[src/rtl/sr_latch_ctrl.sv]
// Round-robin sequencer driving single S/R pulses plus a guard gap onto a NOR SR latch bank.
// Optional Q readback check is enabled by defining SR_CTRL_QCHECK_EN.
module sr_latch_ctrl #(
    parameter int NLATCH    = 4,
    parameter int NREQ      = 2,
    parameter int PULSE_CYC = 2,
    parameter int GAP_CYC   = 1,
    localparam int IW       = (NLATCH > 1) ? $clog2(NLATCH) : 1
) (
    input  logic                 clk,
    input  logic                 rst_n,
    input  logic [NREQ-1:0]      req,
    input  logic [NREQ-1:0]      op,
    input  logic [NREQ*IW-1:0]   idx,
    output logic [NREQ-1:0]      gnt,
    output logic [NREQ-1:0]      done,
    output logic [NLATCH-1:0]    S,
    output logic [NLATCH-1:0]    R,
    input  logic [NLATCH-1:0]    Q,
    output logic                 busy,
    output logic                 err
);

    localparam int PW   = (NREQ > 1) ? $clog2(NREQ) : 1;
    localparam int CMAX = (PULSE_CYC > GAP_CYC) ? PULSE_CYC : GAP_CYC;
    localparam int CW   = $clog2(CMAX + 1);

    typedef enum logic [1:0] {
        IDLE,
        PULSE,
        GAP
    } state_t;

    state_t              state_q, state_d;
    logic [CW-1:0]       cnt_q, cnt_d;
    logic [PW-1:0]       ptr_q, ptr_d;
    logic [PW-1:0]       gid_q, gid_d;
    logic                op_q, op_d;
    logic [IW-1:0]       idx_q, idx_d;
    logic [NLATCH-1:0]   s_q, s_d;
    logic [NLATCH-1:0]   r_q, r_d;
    logic [NREQ-1:0]     gnt_q, gnt_d;
    logic [NREQ-1:0]     done_q, done_d;
    logic                err_q, err_d;

    logic                found;
    logic [PW-1:0]       gsel;
    logic [PW-1:0]       cand;
    logic                sel_op;
    logic [IW-1:0]       sel_idx;
    logic                idx_ok;

    // Out-of-range indices decode to all-zero, so no latch is touched.
    function automatic logic [NLATCH-1:0] dec_latch(input logic [IW-1:0] v);
        logic [NLATCH-1:0] d;
        d = '0;
        for (int unsigned j = 0; j < NLATCH; j++) begin
            if (IW'(j) == v) d[j] = 1'b1;
        end
        return d;
    endfunction

    function automatic logic [NREQ-1:0] dec_req(input logic [PW-1:0] v);
        logic [NREQ-1:0] d;
        d = '0;
        for (int unsigned k = 0; k < NREQ; k++) begin
            if (PW'(k) == v) d[k] = 1'b1;
        end
        return d;
    endfunction

    always_comb begin : arbiter
        found   = 1'b0;
        gsel    = '0;
        cand    = '0;
        sel_op  = 1'b0;
        sel_idx = '0;
        for (int unsigned i = 0; i < NREQ; i++) begin
            cand = PW'((int'(ptr_q) + int'(i)) % NREQ);
            if (!found && req[cand]) begin
                found = 1'b1;
                gsel  = cand;
            end
        end
        for (int unsigned k = 0; k < NREQ; k++) begin
            if (PW'(k) == gsel) begin
                sel_op  = op[k];
                sel_idx = idx[k*IW +: IW];
            end
        end
    end

    assign idx_ok = |dec_latch(idx_q);

`ifdef SR_CTRL_QCHECK_EN
    logic q_sel;
    assign q_sel = |(Q & dec_latch(idx_q));
`else
    logic unused_q;
    assign unused_q = ^Q;
`endif

    always_comb begin : next_state
        state_d = state_q;
        cnt_d   = cnt_q;
        ptr_d   = ptr_q;
        gid_d   = gid_q;
        op_d    = op_q;
        idx_d   = idx_q;
        s_d     = '0;
        r_d     = '0;
        gnt_d   = '0;
        done_d  = '0;
        err_d   = err_q;
        case (state_q)
            IDLE: begin
                if (found) begin
                    state_d = PULSE;
                    cnt_d   = '0;
                    gid_d   = gsel;
                    op_d    = sel_op;
                    idx_d   = sel_idx;
                    ptr_d   = (gsel == PW'(NREQ - 1)) ? '0 : gsel + 1'b1;
                    gnt_d   = dec_req(gsel);
                    if (sel_op) s_d = dec_latch(sel_idx);
                    else        r_d = dec_latch(sel_idx);
                end
            end
            PULSE: begin
                if (cnt_q == CW'(PULSE_CYC - 1)) begin
                    state_d = GAP;
                    cnt_d   = '0;
                    done_d  = dec_req(gid_q);
                    if (!idx_ok) err_d = 1'b1;
`ifdef SR_CTRL_QCHECK_EN
                    // Q sampled at the end of the pulse so err shows on the first GAP cycle.
                    if (idx_ok && (q_sel != op_q)) err_d = 1'b1;
`endif
                end else begin
                    cnt_d = cnt_q + 1'b1;
                    s_d   = s_q;
                    r_d   = r_q;
                end
            end
            GAP: begin
                if (cnt_q == CW'(GAP_CYC - 1)) begin
                    state_d = IDLE;
                    cnt_d   = '0;
                end else begin
                    cnt_d = cnt_q + 1'b1;
                end
            end
            default: begin
                state_d = IDLE;
                cnt_d   = '0;
            end
        endcase
    end

    always_ff @(posedge clk or negedge rst_n) begin
        if (!rst_n) begin
            state_q <= IDLE;
            cnt_q   <= '0;
            ptr_q   <= '0;
            gid_q   <= '0;
            op_q    <= 1'b0;
            idx_q   <= '0;
            s_q     <= '0;
            r_q     <= '0;
            gnt_q   <= '0;
            done_q  <= '0;
            err_q   <= 1'b0;
        end else begin
            state_q <= state_d;
            cnt_q   <= cnt_d;
            ptr_q   <= ptr_d;
            gid_q   <= gid_d;
            op_q    <= op_d;
            idx_q   <= idx_d;
            s_q     <= s_d;
            r_q     <= r_d;
            gnt_q   <= gnt_d;
            done_q  <= done_d;
            err_q   <= err_d;
        end
    end

    assign S    = s_q;
    assign R    = r_q;
    assign gnt  = gnt_q;
    assign done = done_q;
    assign busy = (state_q != IDLE);
    assign err  = err_q;

endmodule

[config.mk]
export PLATFORM = sky130hd
export DESIGN_NAME = sr_latch_ctrl
export DESIGN_NICKNAME = d
export VERILOG_FILES = /design/src/rtl/sr_latch_ctrl.sv
export SDC_FILE = /design/constraint.sdc
export NUM_CORES = 1
export LEC_CHECK = 0
export ABC_AREA = 1
export BUFFER_PORTS_ARGS = -buffer_cell sky130_fd_sc_hd__buf_4
export CORE_MARGIN = 3
export CORE_UTILIZATION = 40
export DETAILED_ROUTE_END_ITERATION = 10
export PLACE_DENSITY = 0.63
export SLEW_MARGIN = 20
export SYNTH_ARGS = -nofsm -noshare
export SYNTH_HDL_FRONTEND = slang
export SYNTH_SLANG_ARGS = --single-unit
export TNS_END_PERCENT = 20
[constraint.sdc]
create_clock -name clk -period 2.43 [get_ports clk]
set_input_delay 0.3645 -clock clk [delete_from_list [all_inputs] [get_ports clk]]
set_output_delay 0.3645 -clock clk [all_outputs]
set_load 0.05 [all_outputs]
==> impl_metrics.csv <==
group,metric,value,unit
power_and_ir_drop,powerDensity,1060,mW/mm2
grt,grt_usage,0.132,
synth,synth_cells,121,
placement,dpl.hpwl,1530,um
outcome,status,"completed",
finish,antenna_cells,0,
critical_path,crit_path_max_incr_delay,0.39,ns
synth,synth_top_family_by_area,"simple AND/OR/NAND/NOR gates",
floorplan,die_h,56.6,um
clock_tree,cts_sinks,19,
route,vias,822,
grt,antenna_found_initial,0,
sta,finalMaxSlewViolations,0,
finish,area_growth,22.9,%
clock_tree,path_clk_slew,0.12,ns
route,dr.pass1.iters,4,
clock_tree,cts_max_path_buffers,2,
floorplan,start_util,0.443,
synth,syn-num-nets,142,
worst_hold_path,min_path_type,"reg -> reg",
synth,synth_fa_ha_area_frac,0.0854,
route,wl_met2,894,um
critical_path,worst_path_max_delay_cell,"dfrtp_1",
route,wl_met1,911,um
route,final_antenna_net_count,0,
route,vias_per_cell,4.70,
critical_path,cp_max_fo,5,
sta,max_slew_margin,0.839,
critical_path,reg2reg_from,"state_q[1]",
finish,final_cell_mix,"nand2_1, buf_4, dfrtp_1",
grt,grt.overflow.total,0,
synth,syn-cell-area,0.00103,mm2
clock_tree,insertion_delay,0.30,ns
finish,drive_gt1_frac,0.272,
floorplan,core_area,0.00232,mm2
sta,finalSetupViolCount,0,
route,drt_wl_total,1930,um
clock_tree,cts_root_buffer,"clkbuf_4",
finish,multi_input_comb_area,459,um2
route,drc,0,
finish,layout_commonest_cell,"nand2_1",
clock_tree,htreeDepth,1,
floorplan,rows,17,
critical_path,rrSetupSlack,0.98,ns
critical_path,critPathKind,"reg -> out",
synth,synth_seq_area_share,0.463,
sta,timing_worst_slew_pin_value,0.242,ns
synth,synth_mux_area_frac,0,
clock_tree,cts_made_buffers,3,
clock_tree,tritoncts,"done",
grt,grt_max_degree,20,
critical_path,reg2reg_depth,9,
synth,dominantRegCellSynth,"dfrtp_1",
grt,grt_pass1_wl,3350,um
floorplan,die-width,56.6,um
clock_tree,post_cts_resized,0,
finish,nets,169,
synth,synth-async-reset-ratio,1.00,
power_and_ir_drop,peakVddDrop,0.592,mV
floorplan,io_pins,28,
critical_path,crit_end,"busy",
sta,fin_crit_sh,0.707,
synth,synth_cell_types,23,
critical_path,cp_cell_sequence,"inv_1, ha_1, inv_2, buf_4",
synth,yosys_warnings,0,
finish,n_fill_cell,220,
synth,avgSynthCellArea,8.48,um2
sta,max_freq,0.582,GHz
critical_path,end_kind,"primary output",
sta,hold_viol_final,0,
route,top_layer_used,"met4",
sta,fin_skew,0.0126,ns
synth,synth_compound_area_frac,0.0585,
critical_path,crit_arrival,1.35,ns
clock_tree,postCtsSetupBuffers,0,
route,detail_route.iter0.violations,12,
route,post_drt_wl_per_cell,11.0,um
sta,timing.final.crit_period,1.72,ns
critical_path,required,2.07,ns
sta,rsz0062_at_grt,"false",
power_and_ir_drop,leakagePower,0.713,nW
job,cap_violations,0,
synth,synthXorXnorAreaFrac,0,
critical_path,rr_endpoint,"S[3]",
placement,port_buffers,23,
synth,synth-simple-area-share,0.304,
finish,seq_area,475,um2
synth,ys_seq_elements,19,
grt,grt_pass1_vias,815,
route,wl_met3,104,um
synth,synth_edf_count,0,
critical_path,cp-startpoint,"state_q[0]",
sta,tns,0,ns
finish,utilization,0.544,
floorplan,dieArea,0.00321,mm2
placement,place.gp.congestion,0.764,
critical_path,cp-start-kind,"flip-flop",
-- repair_timing --
action,in CTS,in global routing
hold buffers,1,0
endpoints found under the hold margin,19,0
setup endpoints to repair,0,0
-- how the worst min path moves through the flow --
stage	from	depth (start not counted)	to	slack [ns]
6_report	err	0	err	0.40
5_1_grt	err	0	err	0.42
4_1_cts	req[1]	3	gnt[1]	0.40
3_5_place_dp	rst_n	1	err	0.25
3_3_place_gp	rst_n	1	err	0.25
2_1_floorplan	rst_n	0	R[0]	0.07
-- critical path, delay by kind of cell (launching register included) --
family,cells,cell delay [ns]
buffers and inverters,3,0.44
adders and majority gates,1,0.23
DFF,1,0.39
-- layout make-up --
type / count / share of cell area
flip-flops and latches: 19 / 0.377
multi-input cells: 80 / 0.364
repair buffers: 25 / 0.151
inverters: 19 / 0.0565
well taps: 28 / 0.0278
clock buffers: 3 / 0.0179
clock inverters: 1 / 0.00595
-- cells in the mapped netlist, types with 2 or more instances --
cell type | count | area [um2]
dfrtp_1 | 19 | 475
ha_1 | 7 | 87.6
inv_1 | 16 | 60.1
inv_2 | 3 | 11.3
nand2_1 | 38 | 143
nand2_4 | 2 | 22.5
nand3_1 | 10 | 50.1
nor2_1 | 7 | 26.3
nor2_4 | 2 | 22.5
o21ai_0 | 3 | 15.0
o21ai_1 | 2 | 10.0
-- routing by layer --
| layer | track usage | up-vias |
|---|---|---|
| li1 | - | 426 |
| met1 | 0.174 | 376 |
| met2 | 0.211 | 18 |
| met3 | 0.0253 | 2 |
| met4 | 0.0508 | 0 |
| met5 | 0 | - |
-- registers in the layout, summed over array words and instances, names as in the netlist --
name	count
err	1
state_q	2
S	4
gid_q	1
ptr_q	1
done	2
R	4
gnt	2
cnt_q	2
-- where the power goes --
| part | internal (mW) | leakage (nW) | switching [mW] | total (mW) |
|---|---|---|---|---|
| logic | 0.226 | 0.444 | 0.502 | 0.728 |
| registers | 0.397 | 0.255 | 0.0451 | 0.442 |
| clock network | 0.0625 | 0.0139 | 0.100 | 0.163 |
| total | 0.685 | 0.713 | 0.647 | 1.33 |
-- cells by family after synthesis --
group,Yosys count
buffers and inverters,22
AO/OA/AOI/OAI,9
flip-flops,19
AND/OR/NAND/NOR,64
adder cells (fa/ha/maj),7
-- through the flow --
step                area [um2]  power [mW]  instances  hold WS [ns]  setup WS, ns
finish                    1260        1.33        175         0.399         0.711
global route              1260        1.43        175         0.416         0.617
CTS                       1260        1.35        175         0.403         0.689
detailed placement        1220        1.18        170         0.254          1.04
global placement          1220        1.16        170         0.253          1.06
floorplan                 1030       0.982        121        0.0689          1.12
(Power assumes the default switching activity.)
